### config.mk
export PLATFORM = sky130hd
export DESIGN_NAME = sim_lane_responder
export DESIGN_NICKNAME = d
export VERILOG_FILES = /design/src/rtl/sim_lane_responder.sv
export SDC_FILE = /design/constraint.sdc
export NUM_CORES = 1
export LEC_CHECK = 0
export ABC_AREA = 0
export CAP_MARGIN = 25
export CELL_PAD_IN_SITES_DETAIL_PLACEMENT = 1
export CELL_PAD_IN_SITES_GLOBAL_PLACEMENT = 1
export CORE_AREA = 4 4 354 356
export CTS_CLUSTER_DIAMETER = 80
export DETAILED_ROUTE_END_ITERATION = 6
export DIE_AREA = 0 0 358 360
export PLACE_DENSITY = 0.78
export SLEW_MARGIN = 20
export SYNTH_ARGS = -nofsm -noshare
export SYNTH_HDL_FRONTEND = slang
export SYNTH_SLANG_ARGS = --single-unit
### constraint.sdc
create_clock -name clock -period 3.2 [get_ports clock]
set_clock_uncertainty 0.15 [all_clocks]
set_input_delay 0.64 -clock clock [delete_from_list [all_inputs] [get_ports clock]]
set_output_delay 0.64 -clock clock [all_outputs]
set_load 0.02 [all_outputs]
### src/rtl/sim_lane_responder.sv
// Per-lane memory-request responder: each lane echoes accepted requests in order after a fixed delay.
// Latency: a response becomes valid LATENCY-1 edges after the accepting edge and is consumed LATENCY edges after it.
// Backpressure: a_ready drops only when a lane holds DEPTH entries; d_valid and d_* hold stable until d_ready.
module sim_lane_responder #(
    parameter int NUM_LANES     = 4,
    parameter int DATA_WIDTH    = 64,
    parameter int LOGSIZE_WIDTH = 8,
    parameter int DEPTH         = 4,
    parameter int LATENCY       = 2
) (
    input  logic                               clock,
    input  logic                               reset,
    input  logic [NUM_LANES-1:0]               a_valid,
    output logic [NUM_LANES-1:0]               a_ready,
    input  logic [DATA_WIDTH*NUM_LANES-1:0]    a_address,
    input  logic [NUM_LANES-1:0]               a_is_store,
    input  logic [LOGSIZE_WIDTH*NUM_LANES-1:0] a_size,
    input  logic [DATA_WIDTH*NUM_LANES-1:0]    a_data,
    output logic [NUM_LANES-1:0]               d_valid,
    input  logic [NUM_LANES-1:0]               d_ready,
    output logic [NUM_LANES-1:0]               d_is_store,
    output logic [LOGSIZE_WIDTH*NUM_LANES-1:0] d_size,
    output logic [DATA_WIDTH*NUM_LANES-1:0]    d_address,
    output logic                               inflight,
    output logic [NUM_LANES-1:0]               size_error
);

    localparam int AW = $clog2(DEPTH);
    localparam int PW = AW + 1;
    localparam int TW = (LATENCY > 1) ? $clog2(LATENCY) : 1;
    localparam logic [LOGSIZE_WIDTH-1:0] MAX_SIZE = LOGSIZE_WIDTH'($clog2(DATA_WIDTH / 8));
    localparam logic [TW-1:0] TIMER_INIT = TW'(LATENCY - 1);

    logic [NUM_LANES-1:0] nonempty;

    // Store payload is accepted but never returned, so it is only folded away here.
    logic unused_data;
    assign unused_data = ^a_data;

    assign inflight = |nonempty;

    genvar g;
    generate
        for (g = 0; g < NUM_LANES; g++) begin : g_lane
            logic [DATA_WIDTH-1:0]    mem_address [DEPTH];
            logic [DEPTH-1:0]         mem_is_store;
            logic [LOGSIZE_WIDTH-1:0] mem_size    [DEPTH];
            logic [TW-1:0]            mem_timer   [DEPTH];
            logic [PW-1:0]            wr_ptr;
            logic [PW-1:0]            rd_ptr;
            logic [PW-1:0]            count;
            logic [AW-1:0]            wr_idx;
            logic [AW-1:0]            rd_idx;
            logic                     enq;
            logic                     deq;
            logic                     err;

            assign wr_idx = wr_ptr[AW-1:0];
            assign rd_idx = rd_ptr[AW-1:0];

            // Ready is purely occupancy based, so a full lane never accepts even if it dequeues.
            assign a_ready[g]  = (count != PW'(DEPTH));
            assign nonempty[g] = (count != '0);
            assign d_valid[g]  = nonempty[g] && (mem_timer[rd_idx] == '0);
            assign enq         = a_valid[g] && a_ready[g];
            assign deq         = d_valid[g] && d_ready[g];

            assign d_is_store[g]                              = mem_is_store[rd_idx];
            assign d_size[LOGSIZE_WIDTH*g +: LOGSIZE_WIDTH]   = mem_size[rd_idx];
            assign d_address[DATA_WIDTH*g +: DATA_WIDTH]      = mem_address[rd_idx];
            assign size_error[g]                              = err;

            // Pointer and occupancy bookkeeping; pointers wrap naturally modulo 2*DEPTH.
            always_ff @(posedge clock or negedge reset) begin
                if (!reset) begin
                    wr_ptr <= '0;
                    rd_ptr <= '0;
                    count  <= '0;
                end else begin
                    if (enq) wr_ptr <= wr_ptr + PW'(1);
                    if (deq) rd_ptr <= rd_ptr + PW'(1);
                    case ({enq, deq})
                        2'b10:   count <= count + PW'(1);
                        2'b01:   count <= count - PW'(1);
                        default: count <= count;
                    endcase
                end
            end

            // Entry storage: new entries load the full delay, stored entries count down to zero.
            always_ff @(posedge clock or negedge reset) begin
                if (!reset) begin
                    mem_is_store <= '0;
                    for (int i = 0; i < DEPTH; i++) begin
                        mem_address[i] <= '0;
                        mem_size[i]    <= '0;
                        mem_timer[i]   <= '0;
                    end
                end else begin
                    for (int i = 0; i < DEPTH; i++) begin
                        if (enq && (wr_idx == AW'(i))) begin
                            mem_address[i]  <= a_address[DATA_WIDTH*g +: DATA_WIDTH];
                            mem_is_store[i] <= a_is_store[g];
                            mem_size[i]     <= a_size[LOGSIZE_WIDTH*g +: LOGSIZE_WIDTH];
                            mem_timer[i]    <= TIMER_INIT;
                        end else if (mem_timer[i] != '0) begin
                            mem_timer[i] <= mem_timer[i] - TW'(1);
                        end
                    end
                end
            end

            // Sticky flag for accepted requests wider than the data bus; only reset clears it.
            always_ff @(posedge clock or negedge reset) begin
                if (!reset) begin
                    err <= 1'b0;
                end else if (enq && (a_size[LOGSIZE_WIDTH*g +: LOGSIZE_WIDTH] > MAX_SIZE)) begin
                    err <= 1'b1;
                end
            end
        end
    endgenerate

endmodule
==> results of run 1 <==
-- power by group --
part	total, W	internal (W)	leakage (nW)	switching [W]
registers	0.0283	0.0234	14.4	0.00496
clock network	0.0160	0.00926	2.24	0.00671
logic	0.0446	0.0252	14.3	0.0194
-- timing repair --
action | in CTS | in global routing
endpoints found under the setup margin | 300 | 171
cloned | 11 | 4
hold buffers | 1 | 0
endpoints found under the hold margin | 41 | 0
gates resized for setup | 1311 | 223
buffers inserted | 71 | 15
-- Yosys cell counts --
| cell type | number |
|---|---|
| o311ai_0 | 3 |
| buf_12 | 56 |
| buf_1 | 18 |
| o31ai_1 | 3 |
| clkbuf_1 | 24 |
| nand2_1 | 6 |
| o21bai_1 | 4 |
| nand3b_1 | 1 |
| dfrtp_1 | 1216 |
| buf_2 | 48 |
| o21ai_0 | 5 |
| nand4_1 | 1 |
| a21oi_1 | 1 |
| mux2_2 | 232 |
| or4_1 | 4 |
| buf_4 | 4 |
| a211oi_1 | 5 |
| nor2b_1 | 1 |
| nor2_1 | 14 |
| nor3b_1 | 1 |
| a31oi_1 | 3 |
| mux2_4 | 944 |
| inv_1 | 24 |
| ha_1 | 20 |
| fa_1 | 4 |
| o31a_1 | 2 |
| a2111oi_0 | 2 |
| mux2i_1 | 5 |
| or3_1 | 3 |
| xor2_1 | 8 |
| mux4_2 | 293 |
| xnor2_1 | 8 |
| and3_4 | 16 |
| nor3_1 | 8 |
| o22a_1 | 2 |
| buf_6 | 56 |
| or3b_1 | 4 |
-- flip-flops by register name, indices dropped and copies added (netlist names) --
register             count
g_lane.count            12
g_lane.err               4
g_lane.mem_address    1024
g_lane.wr_ptr            8
g_lane.mem_timer        16
g_lane.mem_is_store     16
g_lane.rd_ptr            8
g_lane.mem_size        128
-- worst paths after layout --
path	startpoint	to	slack, ps	cells past startpoint
max	g_lane[1].rd_ptr[0]	d_address[125]	-70	6
min	g_lane[1].mem_size[6]	g_lane[1].mem_size[6]	350	1
max reg2reg	g_lane[1].rd_ptr[0]	g_lane[1].count[2]	430	10
min reg2reg	g_lane[1].mem_size[6]	g_lane[1].mem_size[6]	350	1
max in group asynchronous	reset	g_lane[2].mem_address[135]	1560	3
min in group asynchronous	reset	g_lane[1].mem_address[228]	360	2
-- critical path: stages, from the launching register on --
cell and delay, ps:
dfrtp_4 540, buf_12 170, buf_12 140, buf_8 130, buf_6 110, mux4_2 460
buf_6 170
-- cells in the final DEF (no fill, tap or decap), types with 14 or more instances in the layout --
master	netlist	final
mux4_2	293	293
nor2_1	14	14
clkbuf_2	0	24
buf_4	4	84
clkdlybuf4s15_2	0	18
mux2_2	232	232
mux2_4	944	944
dfrtp_1	1216	1208
clkdlybuf4s50_1	0	304
ha_1	20	20
and3_4	16	16
buf_16	0	14
buf_6	56	122
clkinv_2	0	19
clkbuf_16	0	144
clkbuf_8	0	35
buf_2	48	133
diode_2	0	22
clkbuf_1	24	33
inv_1	24	24
buf_12	56	93
-- routing by layer --
layer / vias up / GRT usage / part of all wire
met3: 244 / 0.07686 / 0.074
met4: 20 / 0.08149 / 0.028
met1: 16650 / 0.3072 / 0.41
li1: 12870 / - / -
met5: - / 0 / 0.0010
met2: 762 / 0.3923 / 0.49
-- kinds of logic after synthesis --
| group | share of synthesized area |
|---|---|
| mux | 0.4095 |
| flops | 0.5317 |
| compound gates | 0.003804 |
| buf+inv | 0.03966 |
| xor+xnor | 0.002449 |
| fa+ha+maj | 0.005772 |
| simple gates | 0.007106 |
-- layout make-up --
| class | instances | area [um^2] | share of cell area |
|---|---|---|---|
| clock buffers | 208 | 4109 | 0.05839 |
| repair buffers | 815 | 8630 | 0.1226 |
| clock inverters | 40 | 446.7 | 0.006348 |
| well taps | 1625 | 2033 | 0.02889 |
| multi-input cells | 1603 | 24550 | 0.3488 |
| diodes | 22 | 55.05 | 0.0007823 |
| flip-flops and latches | 1216 | 30460 | 0.4329 |
| inverters | 24 | 90.09 | 0.001280 |
-- through the flow --
stage	worst slack, ps	hold slack [ps]	TNS [ps]	power (W)
finish	-69.68	351.6	-671.6	0.08887
global route	-139.6	360.9	-4234	0.09315
CTS	-153.8	313.3	-6182	0.08863
detailed placement	222.3	335.4	0	0.07178
global placement	299.5	306.1	0	0.07049
floorplan	702.8	194.4	0	0.05631
==> flow_metrics.py, run 1 <==
metrics = {
    "status": {
        "outcome": "finished with violations",
        "violations": "setup timing",
    },
    "finish": {
        "fin_cells": 5553,
        "finish.utilization": 0.5781,
        "drive_above_1_share": 0.5658,
        "fin_nets": 4379,
        "area_growth_pct": 22.96,
        "final_area_um2": 70370,
        "fill_cells": 10820,
    },
    "place": {
        "dpl_cell_area_um2": 64960,
        "dp_cells": 5187,
        "port_buffers": 606,
        "place_hpwl_um": 95320,
        "place_congestion": 0.7487,
    },
    "die": {
        "dieArea_um2": 128900,
        "initial_utilization": 0.4702,
        "ios": 863,
        "rows": 128,
        "die_x_um": 358,
        "core_um2": 121700,
        "die_y_um": 360,
    },
    "clock_network": {
        "numCtsBuffers": 137,
        "clock-sinks": 1216,
        "cts_tree": "built",
        "cts_buffer_depth": 3,
        "clkTransAtPathRegs_ps": 60,
        "root_buffer": "clkbuf_16",
        "clk_latency_ps": 790,
        "htree_levels": 4,
    },
    "global_route": {
        "first_global_vias": 35660,
        "grt_max_degree": 83,
        "track_usage": 0.2415,
        "grt_pass1_wl_um": 237600,
        "antenna_found_initial": 33,
        "grt_overflow": 0,
    },
    "logic_synthesis": {
        "synthCells": 3049,
        "synth_nets": 3631,
        "ys_warn_count": 0,
        "synth_area_um2": 57230,
        "ys_seq_area_frac": 0.5317,
        "synth.distinct_cells": 37,
        "avgSynthCellArea_um2": 18.77,
        "synth_top_area_frac": 0.5317,
        "synthTopCellsByArea": "dfrtp_1, mux2_4, mux4_2, mux2_2, buf_12",
        "synth_area_leader_cell": "dfrtp_1",
        "ys_ff_latch": 1216,
    },
    "detailed_routing": {
        "wl_per_cell_um": 28.16,
        "vias": 30550,
        "drt_iter0_markers": 1851,
        "firstDrtPassIters": 5,
        "avgViaCountPerCell": 5.501,
        "ant_nets": 0,
        "drc_errors": 0,
        "wirelength_um": 156400,
    },
    "critical_path": {
        "cp-end-kind": "output port",
        "path_class": "reg -> out",
        "cp_max_fo": 5,
        "cp_data_required_time_ps": 2410,
        "cp.arrival_ps": 2480,
        "crit_path_start_kind": "flip-flop",
    },
    "power": {
        "power.leakage_nw": 31.00,
        "powerDensity_nw_per_um2": 1263,
        "irDropWorstVdd_mv": 0.7453,
    },
    "hold_path": {
        "hp-class": "reg -> reg",
    },
    "timing": {
        "min_period_over_period": 1.022,
        "fin_crit_ps": 3270,
        "setup_violations": 33,
        "worst_pin_slew_ps": 809.7,
        "hold_violations": 0,
        "slew_viol_final": 0,
        "setup_ws_ps": -69.68,
        "slew_headroom": 0.4602,
        "max_freq_mhz": 305.8,
        "rsz0062_at_grt": "yes",
    },
    "run": {
        "drv_cap": 0,
    },
}
(Power assumes the default switching activity.)
==> inputs of run 2 (changes only) <==
- CORE_AREA: 4 4 354 356 -> 4 4 344 346
- DIE_AREA: 0 0 358 360 -> 0 0 348 350
- PLACE_DENSITY: 0.78 -> 0.82
- clock period: 3.2 -> 4.1 ns (I/O delays scaled with it)
==> run 2 against run 1 <==
Compared with the run above: the run now ends clean; die area fell by 5.5%; non-clock buffer count fell by 121; clock-buffer cell count rose by 2; total power decreased by 23%; clock power fell by 23%; sequential power decreased by 21%; combinational power shrank 24%; critical path depth is 3 lower; flip-flop and latch count unchanged; via count is 1.2% lower; critical endpoint is now d_address[230]; largest cell class unchanged; highest routed layer unchanged.
==> flow_metrics.py, run 2 (synthesized netlist as in run 1, its figures left out) <==
metrics = {
    "detailed_routing": {
        "ant_nets": 0,
        "wirelength_um": 153900,
        "drc_errors": 0,
        "drt_iter0_markers": 1755,
        "avgViaCountPerCell": 5.657,
        "wl_per_cell_um": 28.87,
        "firstDrtPassIters": 5,
        "vias": 30170,
    },
    "finish": {
        "layout_common_cells": "dfrtp_1, mux2_4, clkdlybuf4s50_1",
        "final_common_cell": "dfrtp_1",
        "area_growth_pct": 20.48,
        "largestRegisters": "g_lane.mem_address: 1024 flops, g_lane.mem_size: 128 flops",
        "largest-register": "g_lane.mem_address",
        "largest_register_ffs": 1024,
        "fin_nets": 4256,
        "finish.utilization": 0.5974,
        "drive_above_1_share": 0.4719,
        "fin_cells": 5333,
    },
    "place": {
        "place_hpwl_um": 94700,
        "port_buffers": 606,
        "place_congestion": 0.7664,
        "dp_cells": 5057,
    },
    "clock_network": {
        "numCtsBuffers": 135,
        "clkTransAtPathRegs_ps": 50,
        "clock-sinks": 1216,
        "cts_tree": "built",
        "root_buffer": "clkbuf_16",
        "cts_buffer_depth": 3,
        "htree_levels": 4,
        "clk_latency_ps": 730,
    },
    "power": {
        "p_int_w": 0.04514,
        "powerDensity_nw_per_um2": 996.0,
        "switchingPower_w": 0.02353,
        "power.leakage_nw": 29.70,
        "p_clk_frac": 0.181,
        "irDropWorstVdd_mv": 0.5815,
        "p_seq_frac": 0.327,
        "p_sw_frac": 0.3427,
        "p_comb_frac": 0.492,
    },
    "critical_path": {
        "slowest_delay_ps": 710,
        "cp.arrival_ps": 2970,
        "crit_chain": "buf_6 -> mux4_2 -> clkdlybuf4s50_1",
        "slowest_stage": "clkdlybuf4s50_1",
        "crit_path_start_kind": "flip-flop",
        "cp-end-kind": "output port",
        "cp_max_fo": 16,
        "cp_data_required_time_ps": 3130,
        "path_class": "reg -> out",
    },
    "die": {
        "die_x_um": 348,
        "die_y_um": 350,
        "initial_utilization": 0.4958,
        "dieArea_um2": 121800,
        "core_um2": 115400,
        "ios": 863,
        "rows": 125,
    },
    "status": {
        "outcome": "complete, no violations",
    },
    "timing": {
        "slew_headroom": 0.4455,
        "hold_violations": 0,
        "max_freq_mhz": 253.5,
        "tns_ps": 0,
        "worst_pin_slew_ps": 825.3,
        "setup_violations": 0,
        "fin_crit_ps": 3944,
        "min_period_over_period": 0.9620,
        "slew_viol_final": 0,
        "rsz0062_at_grt": "no",
    },
    "global_route": {
        "grt_max_degree": 103,
        "track_usage": 0.2532,
        "antenna_found_initial": 40,
        "grt_pass1_wl_um": 235600,
        "grt_overflow": 0,
        "first_global_vias": 35450,
    },
    "run": {
        "drv_cap": 0,
    },
    "hold_path": {
        "hp-class": "reg -> reg",
    },
}
run 2: cell types whose count changed in the layout (fill, tap and decap cells not counted), sizes merged:
cell,previous run,this run
buf,451,88
bufbuf,2,0
diode,22,31
clkinvlp,3,1
bufinv,4,7
dlygate4sd2,9,0
clkinv,22,20
clkdlybuf4s50,304,605
clkbuf,237,210
inv,35,27
clkdlybuf4s15,19,0
run 2: stage by stage:
step                      setup WS (ps)  power [W]  hold slack (ps)  cell area [um^2]
after floorplan                    1446    0.04395            294.5             57230
after global placement            694.4    0.05447            310.3             64290
after detailed placement          673.8    0.05559            315.1             64290
after CTS                         6.189    0.06916            331.2             68830
after global routing              15.47    0.07183            359.0             68930
final                             155.8    0.06867            332.2             68950
run 2: path summary, 6_finish.rpt:
| path | slack [ps] | startpoint | to | depth (start not counted) |
|---|---|---|---|---|
| max reg2reg | 1030 | g_lane[1].rd_ptr[1] | g_lane[1].count[2] | 8 |
| min in group asynchronous | 550 | reset | g_lane[1].mem_address[153] | 2 |
| min | 330 | g_lane[2].err | g_lane[2].err | 1 |
| max | 160 | g_lane[3].rd_ptr[0] | d_address[230] | 3 |
| min reg2reg | 330 | g_lane[2].err | g_lane[2].err | 1 |
| max in group asynchronous | 2140 | reset | g_lane[3].mem_address[22] | 3 |
run 2: critical path: cells and delay by family (launching register included):
family                 cells  cell delay (ps)
muxes                      1              560
buffers and inverters      2             1030
DFF                        1              660
run 2: routing by layer:
layer,up-vias,GRT usage,routed length (um)
met5,-,0,84
met4,12,0.09131,4694
met3,239,0.07469,10350
met2,781,0.4182,76890
met1,16530,0.3194,61930
li1,12610,-,-
run 2: power groups by stage:
stage | combinational (W) | clock, W | sequential [W]
6_report | 0.0338 | 0.0124 | 0.0224
5_1_grt | 0.0354 | 0.0132 | 0.0232
4_1_cts | 0.0340 | 0.0127 | 0.0225
3_5_place_dp | 0.0333 | 0 | 0.0223
3_3_place_gp | 0.0326 | 0 | 0.0219
2_1_floorplan | 0.0235 | 0 | 0.0204
run 2: cell type report:
class,count,area [um^2]
timing repair buffer,694,7387
multi-input combinational,1603,24530
tap,1524,1907
inverter,24,90.09
clock buffer,210,4110
antenna,31,77.57
fill,9962,46470
clock inverter,31,389.1
sequential,1216,30460
run 2: repair_timing:
item | 4_1_cts | 5_1_grt
hold buffers | 1 | 0
endpoints found under the hold margin | 63 | 0
gates resized for setup | 1 | 1
endpoints found under the setup margin | 54 | 30
setup buffers | 1 | 2
==> inputs of run 3 (changes only) <==
- CORE_AREA: 4 4 344 346 -> 2 2 312 376
- DIE_AREA: 0 0 348 350 -> 0 0 314 378
- REMOVE_ABC_BUFFERS: default -> 1
==> run 3 against run 2 <==
Compared with the run above: first-iteration DRC count fell by 12%; clock-buffer cell count fell by 18; die area fell by 2.6%; critical path depth did not move; clock power barely moved; total power fell by 0.49%; combinational power barely moved; flip-flop and latch count did not move; via count barely moved; worst setup slack got worse by 3.4 ps; largest cell class unchanged; critical path type unchanged; critical endpoint is now d_address[21]; register-to-register slack improved by 90 ps; highest routed layer unchanged; sequential share of layout area rose by 0.10 points.
==> flow_metrics.py, run 3 (synthesized netlist as in run 1, its figures left out) <==
metrics = {
    "hold_path": {
        "hp-class": "reg -> reg",
    },
    "timing": {
        "slew_viol_final": 0,
        "hold_violations": 0,
        "tns_ps": 0,
        "max_freq_mhz": 253.3,
        "setup_violations": 0,
        "worst_pin_slew_ps": 824.5,
        "slew_headroom": 0.4461,
        "fin_crit_ps": 3948,
        "min_period_over_period": 0.9628,
        "rsz0062_at_grt": "no",
    },
    "power": {
        "powerDensity_nw_per_um2": 993.4,
        "power.leakage_nw": 29.66,
        "irDropWorstVdd_mv": 0.8136,
        "finalPower_w": 0.06834,
    },
    "die": {
        "rows": 137,
        "core_um2": 115400,
        "dieArea_um2": 118700,
        "die_y_um": 378,
        "die_x_um": 314,
        "initial_utilization": 0.4961,
        "ios": 863,
    },
    "detailed_routing": {
        "firstDrtPassIters": 5,
        "wirelength_um": 150500,
        "vias": 30170,
        "wl_per_cell_um": 28.30,
        "drt_iter0_markers": 1540,
        "avgViaCountPerCell": 5.673,
        "ant_nets": 0,
        "drc_errors": 0,
    },
    "global_route": {
        "track_usage": 0.2575,
        "grt_overflow": 0,
        "grt_max_degree": 120,
        "antenna_found_initial": 28,
        "first_global_vias": 35300,
        "grt_pass1_wl_um": 232700,
    },
    "finish": {
        "fin_nets": 4255,
        "area_growth_pct": 20.21,
        "largestRegisters": "g_lane.mem_address: 1024 flops, g_lane.mem_size: 128 flops",
        "drive_above_1_share": 0.4743,
        "largest_register_ffs": 1024,
        "final_common_cell": "dfrtp_1",
        "layout_common_cells": "dfrtp_1, mux2_4, clkdlybuf4s50_1",
        "largest-register": "g_lane.mem_address",
    },
    "clock_network": {
        "clkTransAtPathRegs_ps": 60,
        "ctsResizeCount": 0,
        "clock-sinks": 1216,
        "htree_levels": 4,
        "numCtsBuffers": 133,
        "clk_latency_ps": 750,
        "cts_buffer_depth": 3,
        "cts_tree": "built",
        "root_buffer": "clkbuf_16",
    },
    "critical_path": {
        "cp_max_fo": 15,
        "crit_path_start_kind": "flip-flop",
        "cp-end-kind": "output port",
        "cp_data_required_time_ps": 3130,
        "cp.arrival_ps": 2980,
        "path_class": "reg -> out",
    },
    "place": {
        "place_hpwl_um": 96890,
        "place_congestion": 0.7782,
        "port_buffers": 606,
    },
    "run": {
        "drv_cap": 0,
    },
    "status": {
        "outcome": "complete, no violations",
    },
}
-- run 3: cell count changes in the layout (fill, tap and decap cells not counted), moves of 4 or more --
cell / delta
diode_2: -17
clkbuf_1: -11
clkinv_2: +9
clkbuf_16: -6
clkinv_4: +4
clkinv_8: -4
-- run 3: per-layer routing --
| layer | up-vias | global-route usage | share of wire |
|---|---|---|---|
| li1 | 12560 | - | - |
| met2 | 772 | 0.4090 | 0.48 |
| met4 | 26 | 0.08432 | 0.030 |
| met1 | 16560 | 0.3347 | 0.42 |
| met5 | - | 0 | 0.0012 |
| met3 | 242 | 0.08379 | 0.074 |
-- run 3: worst paths after layout --
check	slack (ps)	endpoint	cells past startpoint	from
setup / recovery	150	d_address[21]	3	g_lane[0].rd_ptr[0]
hold / removal	340	g_lane[1].err	1	g_lane[1].err
setup reg to reg	1120	g_lane[0].count[2]	8	g_lane[0].rd_ptr[1]
hold reg to reg	340	g_lane[1].err	1	g_lane[1].err
max in group asynchronous	2170	g_lane[1].mem_address[192]	4	reset
min in group asynchronous	510	g_lane[1].mem_address[179]	2	reset
-- run 3: worst max-delay path, cell delays in order, from the launching register on --
cell and delay, ps:
dfrtp_4 670, buf_4 400, mux4_2 570, clkdlybuf4s50_1 570
-- run 3: per-stage QoR --
step	worst slack [ps]	utilization	area, um^2	instances	hold slack (ps)
detailed placement	720.0	0.5574	64300	5062	319.7
finish	152.5	0.5963	68790	5317	342.8
CTS	39.15	0.5960	68760	5303	344.5
global placement	750.1	0.5574	64300	5062	308.4
floorplan	-833.9	-	55050	2843	297.2
global route	2.581	0.5963	68790	5314	358.3
-- run 3: area by class of cell --
cell class | instances | area, um^2
flip-flops and latches | 1216 | 30460
diodes | 14 | 35.03
inverters | 24 | 90.09
well taps | 1529 | 1913
multi-input cells | 1603 | 24530
clock buffers | 192 | 3905
repair buffers | 695 | 7402
clock inverters | 44 | 460.4
fillers | 10010 | 46570
-- run 3: timing repair --
item / 4_1_cts / 5_1_grt
hold buffers: 1 / 0
buffers inserted: 4 / 0
setup endpoints to repair: 58 / 0
hold endpoints to repair: 61 / 0
-- run 3: power breakdown --
part           total (W)  leakage [nW]  internal (W)  switching [W]
registers         0.0223          14.4        0.0182        0.00406
logic             0.0339          13.1        0.0196         0.0143
clock network     0.0121          2.17       0.00712        0.00501
